## src/rtl/boot_pkg.sv

```systemverilog
// Shared definitions for the instruction-memory boot loader.
// State encoding and stream framing constants.
package boot_pkg;

    typedef enum logic [2:0] {
        LEN_HI = 3'd0,
        LEN_LO = 3'd1,
        WORD   = 3'd2,
        CHK    = 3'd3,
        RUN    = 3'd4,
        ERR    = 3'd5
    } boot_state_t;

    localparam int        LEN_BYTES      = 2;
    localparam int        BYTES_PER_WORD = 4;
    localparam logic [7:0] CHK_INIT      = 8'h00;

    function automatic logic accepts_bytes(input boot_state_t s);
        return (s == LEN_HI) || (s == LEN_LO) || (s == WORD) || (s == CHK);
    endfunction

endpackage

```

## src/rtl/byte_word_packer.sv

```systemverilog
// Packs a big-endian byte stream into 32-bit words.
// o_word_valid pulses the cycle after the 4th byte of a word.
module byte_word_packer
    import boot_pkg::*;
(
    input  logic        i_clk,
    input  logic        i_clr,
    input  logic        i_en,
    input  logic [7:0]  i_byte,
    output logic [1:0]  o_cnt,
    output logic        o_word_valid,
    output logic [31:0] o_word
);

    logic [1:0]  r_cnt;
    logic        r_word_valid;
    logic [31:0] r_shift;
    logic        w_last;

    assign w_last = (r_cnt == 2'(BYTES_PER_WORD - 1));

    always_ff @(posedge i_clk) begin
        if (i_clr) begin
            r_cnt        <= 2'd0;
            r_word_valid <= 1'b0;
            r_shift      <= 32'd0;
        end else begin
            r_word_valid <= i_en && w_last;
            if (i_en) begin
                r_cnt   <= r_cnt + 2'd1;
                r_shift <= {r_shift[23:0], i_byte};
            end
        end
    end

    assign o_cnt        = r_cnt;
    assign o_word_valid = r_word_valid;
    assign o_word       = r_shift;

endmodule

```

## src/rtl/imem_boot_loader.sv

```systemverilog
// Byte-stream boot loader: length header, payload words, XOR checksum,
// then a single core_start pulse releasing the core from PC=0.
module imem_boot_loader
    import boot_pkg::*;
#(
    parameter int ADDR_W    = 10,
    parameter int MAX_WORDS = 1024
) (
    input  logic              clk1,
    input  logic              rst,
    input  logic [7:0]        s_byte,
    input  logic              s_valid,
    output logic              s_ready,
    output logic              mem_we,
    output logic [ADDR_W-1:0] mem_addr,
    output logic [31:0]       mem_wdata,
    output logic              core_halt,
    output logic              core_start,
    output logic              busy,
    output logic              done,
    output logic              err
);

    boot_state_t       r_state;
    logic [15:0]       r_len;
    logic [ADDR_W-1:0] r_widx;
    logic [7:0]        r_chk;
    logic              r_s_ready;
    logic              r_busy;
    logic              r_halt;
    logic              r_start;
    logic              r_done;
    logic              r_err;

    logic              w_xfer;
    logic              w_pack_en;
    logic [1:0]        w_pk_cnt;
    logic              w_wr;
    logic [31:0]       w_word;
    logic [15:0]       w_len;
    logic              w_len_bad;
    logic              w_last_idx;
    logic              w_word_end;

    assign w_xfer     = s_valid && r_s_ready;
    assign w_pack_en  = w_xfer && (r_state == WORD);
    assign w_len      = {r_len[15:8], s_byte};
    assign w_len_bad  = (w_len == 16'd0) ||
                        ({1'b0, w_len} > 17'(MAX_WORDS));
    assign w_last_idx = (16'(r_widx) == (r_len - 16'd1));
    assign w_word_end = w_pack_en &&
                        (w_pk_cnt == 2'(BYTES_PER_WORD - 1));

    byte_word_packer u_packer (
        .i_clk        (clk1),
        .i_clr        (rst),
        .i_en         (w_pack_en),
        .i_byte       (s_byte),
        .o_cnt        (w_pk_cnt),
        .o_word_valid (w_wr),
        .o_word       (w_word)
    );

    always_ff @(posedge clk1) begin
        if (rst) begin
            r_state   <= LEN_HI;
            r_len     <= 16'd0;
            r_widx    <= '0;
            r_chk     <= CHK_INIT;
            r_s_ready <= 1'b0;
            r_busy    <= 1'b0;
            r_halt    <= 1'b1;
            r_start   <= 1'b0;
            r_done    <= 1'b0;
            r_err     <= 1'b0;
        end else begin
            r_start <= 1'b0;
            // Index stays on N-1 after the final write.
            if (w_wr && !w_last_idx) begin
                r_widx <= r_widx + 1'b1;
            end
            unique case (r_state)
                LEN_HI: begin
                    r_s_ready <= 1'b1;
                    if (w_xfer) begin
                        r_len[15:8] <= s_byte;
                        r_busy      <= 1'b1;
                        r_state     <= LEN_LO;
                    end
                end
                LEN_LO: begin
                    if (w_xfer) begin
                        r_len[7:0] <= s_byte;
                        if (w_len_bad) begin
                            r_state   <= ERR;
                            r_err     <= 1'b1;
                            r_busy    <= 1'b0;
                            r_s_ready <= 1'b0;
                        end else begin
                            r_state <= WORD;
                        end
                    end
                end
                WORD: begin
                    if (w_pack_en) begin
                        r_chk <= r_chk ^ s_byte;
                    end
                    if (w_word_end && w_last_idx) begin
                        r_state <= CHK;
                    end
                end
                CHK: begin
                    if (w_xfer) begin
                        r_busy    <= 1'b0;
                        r_s_ready <= 1'b0;
                        if (s_byte == r_chk) begin
                            r_state <= RUN;
                            r_done  <= 1'b1;
                            r_start <= 1'b1;
                            r_halt  <= 1'b0;
                        end else begin
                            r_state <= ERR;
                            r_err   <= 1'b1;
                        end
                    end
                end
                RUN: begin
                    r_s_ready <= 1'b0;
                end
                ERR: begin
                    r_s_ready <= 1'b0;
                end
                default: begin
                    r_state   <= ERR;
                    r_err     <= 1'b1;
                    r_busy    <= 1'b0;
                    r_s_ready <= 1'b0;
                end
            endcase
        end
    end

    assign s_ready    = r_s_ready;
    assign mem_we     = w_wr;
    assign mem_addr   = r_widx;
    assign mem_wdata  = w_word;
    assign core_halt  = r_halt;
    assign core_start = r_start;
    assign busy       = r_busy;
    assign done       = r_done;
    assign err        = r_err;

endmodule

```

## config.mk

```make
export PLATFORM = sky130hd
export DESIGN_NAME = imem_boot_loader
export DESIGN_NICKNAME = d
export VERILOG_FILES = /design/src/rtl/boot_pkg.sv /design/src/rtl/byte_word_packer.sv /design/src/rtl/imem_boot_loader.sv
export SDC_FILE = /design/constraint.sdc
export NUM_CORES = 1
export LEC_CHECK = 0
export ABC_AREA = 0
export CAP_MARGIN = 40
export CORE_ASPECT_RATIO = 1.75
export CORE_MARGIN = 2
export CORE_UTILIZATION = 40
export DETAILED_ROUTE_END_ITERATION = 16
export GPL_ROUTABILITY_DRIVEN = 0
export PLACE_DENSITY = 0.66
export SLEW_MARGIN = 40
export SYNTH_ARGS = -nofsm -noshare
export SYNTH_HDL_FRONTEND = slang
export SYNTH_SLANG_ARGS = --single-unit
```

## constraint.sdc

```tcl
create_clock -name clk1 -period 2.3 [get_ports clk1]
set_input_delay 0.69 -clock clk1 [delete_from_list [all_inputs] [get_ports clk1]]
set_output_delay 0.69 -clock clk1 [all_outputs]
set_load 0.005 [all_outputs]
```

==> impl_metrics.py <==
metrics = {
    "clock_tree": {
        "root_buffer": "clkbuf_16",
        "cts.reportedPaths.clkPinSlew_ns": 0.06,
        "cts_buffers": 9,
        "clock_sinks": 78,
        "hold_buffers": 0,
        "cts_tree": "built",
        "clk_latency_ns": 0.33,
        "cts_buffer_depth": 2,
        "ctsHtreeMaxLevel": 3,
    },
    "yosys": {
        "synth_seq_area_share_pct": 45.10,
        "avgSynthCellArea_um2": 8.444,
        "synth.area.top_cells": "dfxtp_1 45%, nand2_1 8.7%, a21oi_1 6.8%, mux2i_1 5.5%, nor2_1 4.9%",
        "yosys_warnings": 0,
        "netlist_area_um2": 3462,
        "synth-compound-area-share_pct": 12.76,
        "synth-xor-area-share_pct": 7.083,
        "synth-seq-cells": 78,
        "synthCells": 410,
        "ys_types": 46,
        "yosysTopAreaCellShare_pct": 45.10,
        "synthAdderAreaFrac_pct": 1.084,
        "synth_top_family_by_area": "simple AND/OR/NAND/NOR gates",
        "synth_simple_gate_area_share_pct": 24.65,
        "yosysTopAreaCell": "dfxtp_1",
        "synth_mux_area_share_pct": 5.819,
        "syn_nets": 424,
    },
    "floorplan": {
        "core-area_um2": 8368,
        "initial_core_util_pct": 41.37,
        "std_cell_rows": 44,
        "die_h_um": 127.1,
        "dieArea_um2": 9444,
        "die_x_um": 74.33,
        "io-pin-count": 60,
    },
    "worst_hold_path": {
        "hp-class": "flop to flop",
        "worstHoldEndpoint": "u_packer.o_word[26]$_SDFFE_PP0P_",
        "whs_path_depth": 2,
        "hold_path.startpoint": "u_packer.o_word[26]$_SDFFE_PP0P_",
    },
    "routing": {
        "drt_wl_total_um": 9156,
        "first_iter_violations": 206,
        "detail_route.wl_per_cell_um": 14.44,
        "ant_nets": 0,
        "drc_errors": 0,
        "dr_total_vias": 3274,
        "first_pass_iters": 4,
        "viasPerCell": 5.164,
    },
    "power": {
        "ir_drop_v": 0.0007674,
        "power_density_nw_per_um2": 624.2,
        "p_leak_nw": 1.907,
    },
    "critical_path": {
        "crit_path_end_kind": "flop",
        "r2r-end": "mem_addr[7]$_SDFFE_PP0P_",
        "path_delay_family": "simple AND/OR/NAND/NOR gates",
        "r2r-start": "r_len[0]$_SDFFE_PP0P_",
        "start_kind": "flop",
        "required_ns": 2.57,
        "critPathArrivalTime_ns": 2.89,
        "crit_fanout": 7,
        "worstSetupPathType": "flop to flop",
        "critPathSlowestCell": "or4_4",
        "ff2ff_path_depth": 10,
        "cpPeakStageDelay_ns": 0.51,
        "r2r_setup_slack_ns": -0.32,
        "crit_buf_inv": 2,
        "cp_cell_sequence": "inv_2 > ha_4 > or4b_4 > nor4_4 > xnor2_1 > o211ai_1 > o41ai_2 > buf_4 > or4_4 > a21oi_2",
    },
    "grt": {
        "track_usage_pct": 20.59,
        "grt_max_degree": 42,
        "overflow": 0,
        "grt_pass1_wl_um": 15210,
        "antenna_found_initial": 0,
        "grt_pass1_vias": 3245,
    },
    "placed_design": {
        "post-place-cells": 614,
        "io_buffers": 59,
        "dpl_cell_area_um2": 4538,
        "hpwl_um": 6704,
    },
    "status": {
        "status": "finished, violations left",
        "violations": "negative setup slack",
    },
    "sta": {
        "finalHoldViolCount": 0,
        "tns_ns": -2.708,
        "slew_headroom_pct": 67.72,
        "worst_slack_ns": -0.3225,
        "min_period_over_period_pct": 114.0,
        "rsz0062_at_grt": "yes",
        "fmax_mhz": 381.3,
        "setup_viol": 11,
        "fin_skew_ns": 0.008593,
        "finalCriticalPeriod_ns": 2.623,
        "tightest_slew_ns": 0.4802,
        "finalMaxSlewViolations": 0,
        "worst_hold_slack_ns": 0.4584,
    },
    "finish": {
        "fillCellCount": 748,
        "drive_gt1_share_pct": 21.58,
        "area_growth_pct": 46.51,
        "post-route-util_pct": 60.62,
        "multi_input_area_um2": 1981,
        "final_common_cell": "nand2_1",
        "diodes": 0,
        "nNetsFinal": 528,
        "ff_latch_area_um2": 1564,
        "design_area_um2": 5072,
        "instances_no_fill": 634,
        "mostFrequentLayoutCells": "80 x nand2_1, 76 x dfxtp_1, 54 x clkdlybuf4s50_1",
    },
    "flow_run": {
        "cap_viol_max_count": 0,
    },
}
area by class of cell:
cell class	count	share of cell area (%)
Multi-Input combinational cell	304	39.05
Sequential cell	78	30.83
Timing Repair Buffer	114	20.82
Clock buffer	12	4.859
Tap cell	115	2.837
Clock inverter	4	1.085
Inverter	7	0.5180
per-stage QoR:
stage                     power [W]  setup WS (ns)
after floorplan            0.001591        -0.1692
after global placement     0.001722        -0.3604
after detailed placement   0.001729        -0.4289
after CTS                  0.003177        -0.3046
after global routing       0.003275        -0.4555
final                      0.003166        -0.3225
per-layer routing:
metal	routed length, um	track usage [%]	vias up
met5	0	0	-
met4	367	9.769	0
met3	318	4.495	30
met2	4982	37.24	84
met1	3487	21.85	1539
li1	-	-	1621
how the worst max path moves through the flow:
stage | startpoint | end | depth (start not counted)
after floorplan | r_len[1]$_SDFFE_PP0P_ | mem_addr[6]$_SDFFE_PP0P_ | 8
after global placement | s_byte[0] | err$_SDFFE_PP0P_ | 8
after detailed placement | s_byte[0] | r_state[0]$_SDFFE_PP0P_ | 8
after CTS | r_len[0]$_SDFFE_PP0P_ | mem_addr[7]$_SDFFE_PP0P_ | 10
after global routing | r_len[1]$_SDFFE_PP0P_ | mem_addr[0]$_SDFFE_PP0P_ | 8
final | r_len[0]$_SDFFE_PP0P_ | mem_addr[7]$_SDFFE_PP0P_ | 10
cell usage after synthesis (all sizes together):
cell,instances
mux2,1
dfxtp,78
a21o,1
nand2b,1
a311oi,1
xnor2,11
nor2,45
o41ai,2
clkbuf,17
o211ai,1
buf,4
o2111ai,1
xor2,17
nand3,5
a21boi,2
o22a,1
o21ai,8
or4b,1
nor2b,6
or2,1
a31oi,1
mux2i,19
o311ai,1
nand4bb,1
o32ai,1
nor4b,1
and3,1
o311a,1
o31ai,6
nand4,8
or3,4
ha,3
nand2,80
nor3b,1
inv,7
and4b,2
a21oi,47
nor4,9
or4,6
nor3,7
sequential cells by signal (all words and copies together), names as in the netlist, 2 cells and up:
register / count
r_len: 16
r_state: 3
mem_addr: 10
u_packer.o_cnt: 2
r_chk: 8
u_packer.o_word: 32
report_power, final:
group / internal [W] / total, W / switching (W)
Clock: 0.000876 / 0.00143 / 0.000551
Combinational: 0.000172 / 0.000342 / 0.000169
Sequential: 0.00137 / 0.00140 / 0.0000246
what timing repair did:
item	4_1_cts	5_1_grt
setup endpoints to repair	12	17
gates resized for setup	16	28
setup buffers	5	0
pin swaps	10	5
gates cloned	0	0
worst register-to-register path: stages (launching register included):
cell,delay [ns]
dfxtp_2,0.33
inv_2,0.07
ha_4,0.12
or4b_4,0.49
nor4_4,0.20
xnor2_1,0.12
o211ai_1,0.28
o41ai_2,0.12
buf_4,0.17
or4_4,0.51
a21oi_2,0.14
kinds of logic (layout without fill, tap and decap cells):
group | Yosys count | count (layout)
simple gates | 179 | 179
mux | 20 | 20
xor+xnor | 28 | 28
buf+inv | 28 | 137
compound gates | 74 | 74
flops | 78 | 78
fa+ha+maj | 3 | 3
Note: power is estimated with default switching activity, not from simulation.
